--- src/rtl/audio_sd_out_pkg.sv ---
// Shared definitions for the audio back-end: gain FSM encoding, gain limits
// and the saturating gain step used by the fade ramps.
package audio_sd_out_pkg;

   typedef enum logic [1:0] {
      MUTED     = 2'd0,
      RAMP_UP   = 2'd1,
      PLAY      = 2'd2,
      RAMP_DOWN = 2'd3
   } state_t;

   localparam logic [3:0] GAIN_MAX       = 4'd15;
   localparam int         SAMPLE_RATE_HZ = 16384;

   // One gain step toward GAIN_MAX (up=1) or toward zero (up=0), never wrapping.
   function automatic logic [3:0] gain_step(input logic [3:0] g, input logic up);
      logic [3:0] r;
      r = g;
      if (up) begin
         if (g != GAIN_MAX) r = g + 4'd1;
      end else begin
         if (g != 4'd0) r = g - 4'd1;
      end
      return r;
   endfunction

endpackage

--- src/rtl/audio_sd_out_sd_dac8.sv ---
// 8-bit first-order sigma-delta modulator: the accumulator carry is the
// registered bitstream; clear holds both accumulator and output at zero.
module sd_dac8 (
   input  logic       clock,
   input  logic       reset,
   input  logic       clear,
   input  logic [7:0] din,
   output logic       dout
);

   logic [7:0] acc_q, acc_d;
   logic       dout_q, dout_d;
   logic [8:0] sum;

   always_comb begin
      sum    = {1'b0, acc_q} + {1'b0, din};
      acc_d  = sum[7:0];
      dout_d = sum[8];
      if (clear) begin
         acc_d  = 8'd0;
         dout_d = 1'b0;
      end
   end

   always_ff @(posedge clock or posedge reset) begin
      if (reset) begin
         acc_q  <= 8'd0;
         dout_q <= 1'b0;
      end else begin
         acc_q  <= acc_d;
         dout_q <= dout_d;
      end
   end

   assign dout = dout_q;

endmodule

--- src/rtl/audio_sd_out.sv ---
// Audio back-end: sample-rate strobe, post-strobe sample capture, fade gain
// ramp FSM and the sigma-delta output stage.
module audio_sd_out
   import audio_sd_out_pkg::*;
#(
   parameter int CLOCK_DIV    = 1536,
   parameter int RAMP_SAMPLES = 256
) (
   input  logic       clock,
   input  logic       reset,
   input  logic       enable,
   input  logic [3:0] sample,
   output logic       sample_ena,
   output logic       audio_out,
   output logic       active,
   output logic       muted
);

   localparam logic [15:0] DIV_LAST  = 16'(CLOCK_DIV - 1);
   localparam logic [15:0] RAMP_LAST = 16'(RAMP_SAMPLES - 1);

   logic [15:0] div_cnt_q, div_cnt_d;
   logic        sample_ena_q, sample_ena_d;
   logic        cap_ena_q, cap_ena_d;
   logic [3:0]  held_q, held_d;
   logic [3:0]  gain_q, gain_d;
   logic [15:0] ramp_cnt_q, ramp_cnt_d;
   state_t      state_q, state_d;
   logic [3:0]  next_gain;
   logic [7:0]  scaled;

   // Divider and capture: the generator updates on the strobe edge, so its
   // settled value is taken one clock later on cap_ena.
   always_comb begin
      div_cnt_d    = (div_cnt_q == DIV_LAST) ? 16'd0 : div_cnt_q + 16'd1;
      sample_ena_d = (div_cnt_q == DIV_LAST);
      cap_ena_d    = sample_ena_q;
      held_d       = cap_ena_q ? sample : held_q;
   end

   // Direction changes are checked before the ramp step so they always win.
   always_comb begin
      state_d    = state_q;
      gain_d     = gain_q;
      ramp_cnt_d = ramp_cnt_q;
      next_gain  = gain_q;
      case (state_q)
         MUTED: begin
            if (enable) begin
               state_d    = RAMP_UP;
               ramp_cnt_d = 16'd0;
            end
         end
         RAMP_UP: begin
            if (!enable) begin
               state_d    = RAMP_DOWN;
               ramp_cnt_d = 16'd0;
            end else if (cap_ena_q) begin
               if (ramp_cnt_q == RAMP_LAST) begin
                  ramp_cnt_d = 16'd0;
                  next_gain  = gain_step(gain_q, 1'b1);
                  gain_d     = next_gain;
                  if (next_gain == GAIN_MAX) state_d = PLAY;
               end else begin
                  ramp_cnt_d = ramp_cnt_q + 16'd1;
               end
            end
         end
         PLAY: begin
            if (!enable) begin
               state_d    = RAMP_DOWN;
               ramp_cnt_d = 16'd0;
            end
         end
         RAMP_DOWN: begin
            if (enable) begin
               state_d    = RAMP_UP;
               ramp_cnt_d = 16'd0;
            end else if (cap_ena_q) begin
               if (ramp_cnt_q == RAMP_LAST) begin
                  ramp_cnt_d = 16'd0;
                  next_gain  = gain_step(gain_q, 1'b0);
                  gain_d     = next_gain;
                  if (next_gain == 4'd0) state_d = MUTED;
               end else begin
                  ramp_cnt_d = ramp_cnt_q + 16'd1;
               end
            end
         end
         default: state_d = MUTED;
      endcase
   end

   always_ff @(posedge clock or posedge reset) begin
      if (reset) begin
         div_cnt_q    <= 16'd0;
         sample_ena_q <= 1'b0;
         cap_ena_q    <= 1'b0;
         held_q       <= 4'd0;
         gain_q       <= 4'd0;
         ramp_cnt_q   <= 16'd0;
         state_q      <= MUTED;
      end else begin
         div_cnt_q    <= div_cnt_d;
         sample_ena_q <= sample_ena_d;
         cap_ena_q    <= cap_ena_d;
         held_q       <= held_d;
         gain_q       <= gain_d;
         ramp_cnt_q   <= ramp_cnt_d;
         state_q      <= state_d;
      end
   end

   assign scaled = {4'd0, held_q} * {4'd0, gain_q};

   // Clearing on the next state keeps the pin low for every clock spent in MUTED.
   sd_dac8 u_dac (
      .clock (clock),
      .reset (reset),
      .clear (state_d == MUTED),
      .din   (scaled),
      .dout  (audio_out)
   );

   assign sample_ena = sample_ena_q;
   assign active     = (state_q == PLAY);
   assign muted      = (state_q == MUTED);

endmodule

--- config.mk ---
export PLATFORM = sky130hd
export DESIGN_NAME = audio_sd_out
export DESIGN_NICKNAME = d
export VERILOG_FILES = /design/src/rtl/audio_sd_out_pkg.sv /design/src/rtl/audio_sd_out_sd_dac8.sv /design/src/rtl/audio_sd_out.sv
export SDC_FILE = /design/constraint.sdc
export NUM_CORES = 1
export LEC_CHECK = 0
export ABC_AREA = 1
export CORE_MARGIN = 2
export CORE_UTILIZATION = 40
export DETAILED_ROUTE_END_ITERATION = 10
export GPL_ROUTABILITY_DRIVEN = 1
export SETUP_SLACK_MARGIN = 0.15
export SYNTH_ARGS = -nofsm -noshare
export SYNTH_HDL_FRONTEND = slang
export SYNTH_SLANG_ARGS = --single-unit
export TNS_END_PERCENT = 50
--- constraint.sdc ---
create_clock -name clock -period 4.2 [get_ports clock]
set_clock_uncertainty 0.1 [all_clocks]
set_input_delay 1.26 -clock clock [delete_from_list [all_inputs] [get_ports clock]]
set_output_delay 1.26 -clock clock [all_outputs]
set_load 0.01 [all_outputs]
==> impl_metrics.csv <==
group,metric,value,unit
status,status,"finished clean",
global_route,first_global_vias,2653,
run,drv_cap,0,
global_route,grt_max_degree,25,
route,drtPass1Iterations,4,
place,gp_congestion,0.885,
setup_path,critPathKind,"register to register",
final_layout,layout-drive-gt1-share,8.35,%
synth,synth_edf_count,0,
clocking,root_buffer,"clkbuf_8",
final_layout,antenna_cells,0,
synth,synth-main-ff-cell,"dfrtp_1",
sta,final-hold-violation-count,0,
sta,worst_pin_slew,541,ps
final_layout,fillers,857,
synth,synth_cell_types,34,
synth,async_reset_ff_share,100,%
setup_path,r2r_end,"u_dac.acc_q[6]$_DFF_PP0_",
clocking,post-cts-setup-buffers,0,
clocking,clock_sinks,53,
sta,period_minus_slack,3620,ps
pwr,p_per_area,299,nW/um^2
clocking,htree_levels,2,
route,wire_per_inst,11.4,um
setup_path,crit_arrival,3730,ps
hold_path,hp-start,"sample_ena$_DFF_PP0_",
floorplanning,die_x,98.1,um
route,first_iter_violations,92,
sta,slew_headroom,63.6,%
setup_path,crit_path_max_fanout,14,
route,viasPerCell,4.74,
global_route,antenna_found_initial,0,
setup_path,start_kind,"register",
setup_path,reg2regPathDepth,13,
clocking,ctsHoldBuffers,0,
sta,final.setup.tns,0,ps
floorplanning,ios,11,
sta,final-max-slew-violation-count,0,
route,ant_nets,0,
synth,yosysSeqAreaShare,37.5,%
clocking,cts-buffers-inserted,5,
clocking,cts_tree,"built",
synth,syn_nets,489,
clocking,ctsLongestPathBuffers,2,
floorplanning,fp.dieH,98.1,um
final_layout,area_delta_synth_final,9.26,%
global_route,overflow,0,
setup_path,cp.required,4300,ps
floorplanning,rows,34,
global_route,grt_pass1_wl,11900,um
floorplanning,initial_utilization,41.0,%
route,route.detailed.drc,0,
synth,synthesis.area,3540,um^2
sta,hold_ws,296,ps
floorplanning,core-area,8640,um^2
sta,rsz0062_at_grt,"no",
floorplanning,dieArea,9620,um^2
route,routed_wl,6570,um
setup_path,r2r_slack,580,ps
place,hpwl,4990,um
setup_path,r2r_start,"gain_q[2]$_DFFE_PP0P_",
hold_path,min_path_type,"register to register",
global_route,grtUsageTotal,14.8,%
synth,synth_cells,452,
sta,fin_crit_sh,86.3,%
route,via_count,2723,
sta,fmax,276,MHz
hold_path,min_path_cells,0,
clocking,clkTransAtPathRegs,110,ps
pwr,peakVddDrop,164,uV
clocking,cts_resized,0,
hold_path,holdPathEnd,"cap_ena_q$_DFF_PP0_",
clocking,clk_latency,320,ps
setup_path,end_kind,"register",
place,io_buffers,10,
sta,setup_viol,0,
pwr,p_leak,1.99,nW
synth,syn_area_per_cell,7.83,um^2
synth,yosysWarningCount,0,
final_layout,final_nets,503,
synth,ys_ff_latch,53,
[worst max path at each step]
stage	from	end	slack, ps	cells after the start
after floorplan	gain_q[2]$_DFFE_PP0P_	u_dac.acc_q[6]$_DFF_PP0_	840	14
after detailed placement	gain_q[2]$_DFFE_PP0P_	u_dac.acc_q[6]$_DFF_PP0_	570	13
after global routing	gain_q[3]$_DFFE_PP0P_	u_dac.acc_q[6]$_DFF_PP0_	340	13
final	gain_q[2]$_DFFE_PP0P_	u_dac.acc_q[6]$_DFF_PP0_	580	13
after global placement	gain_q[3]$_DFFE_PP0P_	u_dac.acc_q[6]$_DFF_PP0_	650	13
after CTS	gain_q[2]$_DFFE_PP0P_	u_dac.acc_q[6]$_DFF_PP0_	570	13
[logic make-up (layout without fill, tap and decap cells)]
group	count (synthesis)	in the layout	share of synthesized area (%)
fa+ha+maj	30	30	12.5
buf+inv	95	110	10.6
compound gates	47	47	7.56
simple gates	210	210	27.6
xor+xnor	17	17	4.20
flops	53	53	37.5
[critical path, stage by stage (launching register included)]
cell and delay (ps):
dfrtp_1 620, nand2_1 130, fa_1 500, fa_1 510
fa_1 520, inv_1 40, ha_1 330, a21oi_1 140
nand2_1 110, nand2_1 70, nand2_1 50, a21oi_1 150
xor2_1 180, nor2_2 60
[synth_stat cells, types with 3 or more instances]
cell | number | area [um^2]
buf_4 | 3 | 22.5
a21oi_1 | 23 | 115
nor2_2 | 10 | 62.6
nand4_1 | 8 | 50.1
nor4_1 | 3 | 18.8
o21ai_0 | 13 | 65.1
xnor2_1 | 5 | 43.8
xor2_1 | 12 | 105
nor3_1 | 7 | 35.0
nand2_2 | 4 | 25.0
dfrtp_1 | 53 | 1330
nor2_1 | 38 | 143
ha_1 | 21 | 263
nand3_1 | 27 | 135
fa_1 | 9 | 180
inv_1 | 86 | 323
inv_2 | 4 | 15.0
nor2_4 | 3 | 33.8
nand2_1 | 103 | 387
[cells in the final DEF (no fill, tap or decap), types with 12 or more instances in the layout]
cell type and count:
nand3_1 27, nor2_1 38, inv_1 85, ha_1 21
xor2_1 12, nand2_1 103, dfrtp_1 53, o21ai_0 13
a21oi_1 23
[sequential cells by signal (all words and copies together) (netlist names), 2 cells and up]
signal / count
u_dac.acc_q: 8
ramp_cnt_q: 16
state_q: 2
gain_q: 4
held_q: 4
div_cnt_q: 16
[through the flow]
step	cell area [um^2]	cells	power (W)	setup WS, ps	utilization, %
after CTS	3870	575	0.00117	572	44.8
after global routing	3870	575	0.00122	337	44.8
after global placement	3750	567	0.000796	646	43.5
after detailed placement	3750	567	0.000800	575	43.5
final	3870	575	0.00116	576	44.8
after floorplan	3540	452	0.000728	842	-
[power by group]
part	switching, W	total (W)	internal (W)
clock network	0.000189	0.000371	0.000182
logic	0.000179	0.000256	0.0000769
registers	0.0000101	0.000529	0.000519
total	0.000378	0.00116	0.000778
[layout make-up]
cell class	instances	area, um^2	area share [%]
Sequential cell	53	1330	34.3
Inverter	90	338	8.73
Clock inverter	3	47.5	1.23
Tap cell	108	135	3.49
Clock buffer	5	68.8	1.78
Timing Repair Buffer	12	115	2.98
Multi-Input combinational cell	304	1840	47.5
[routing by layer]
metal	GRT usage [%]	wire length, um	vias to the layer above
li1	-	-	1441
met1	21.3	3460	1251
met3	3.08	173	7
met5	0	0	-
met4	3.63	68	0
met2	23.1	2860	24
(Power assumes the default switching activity.)
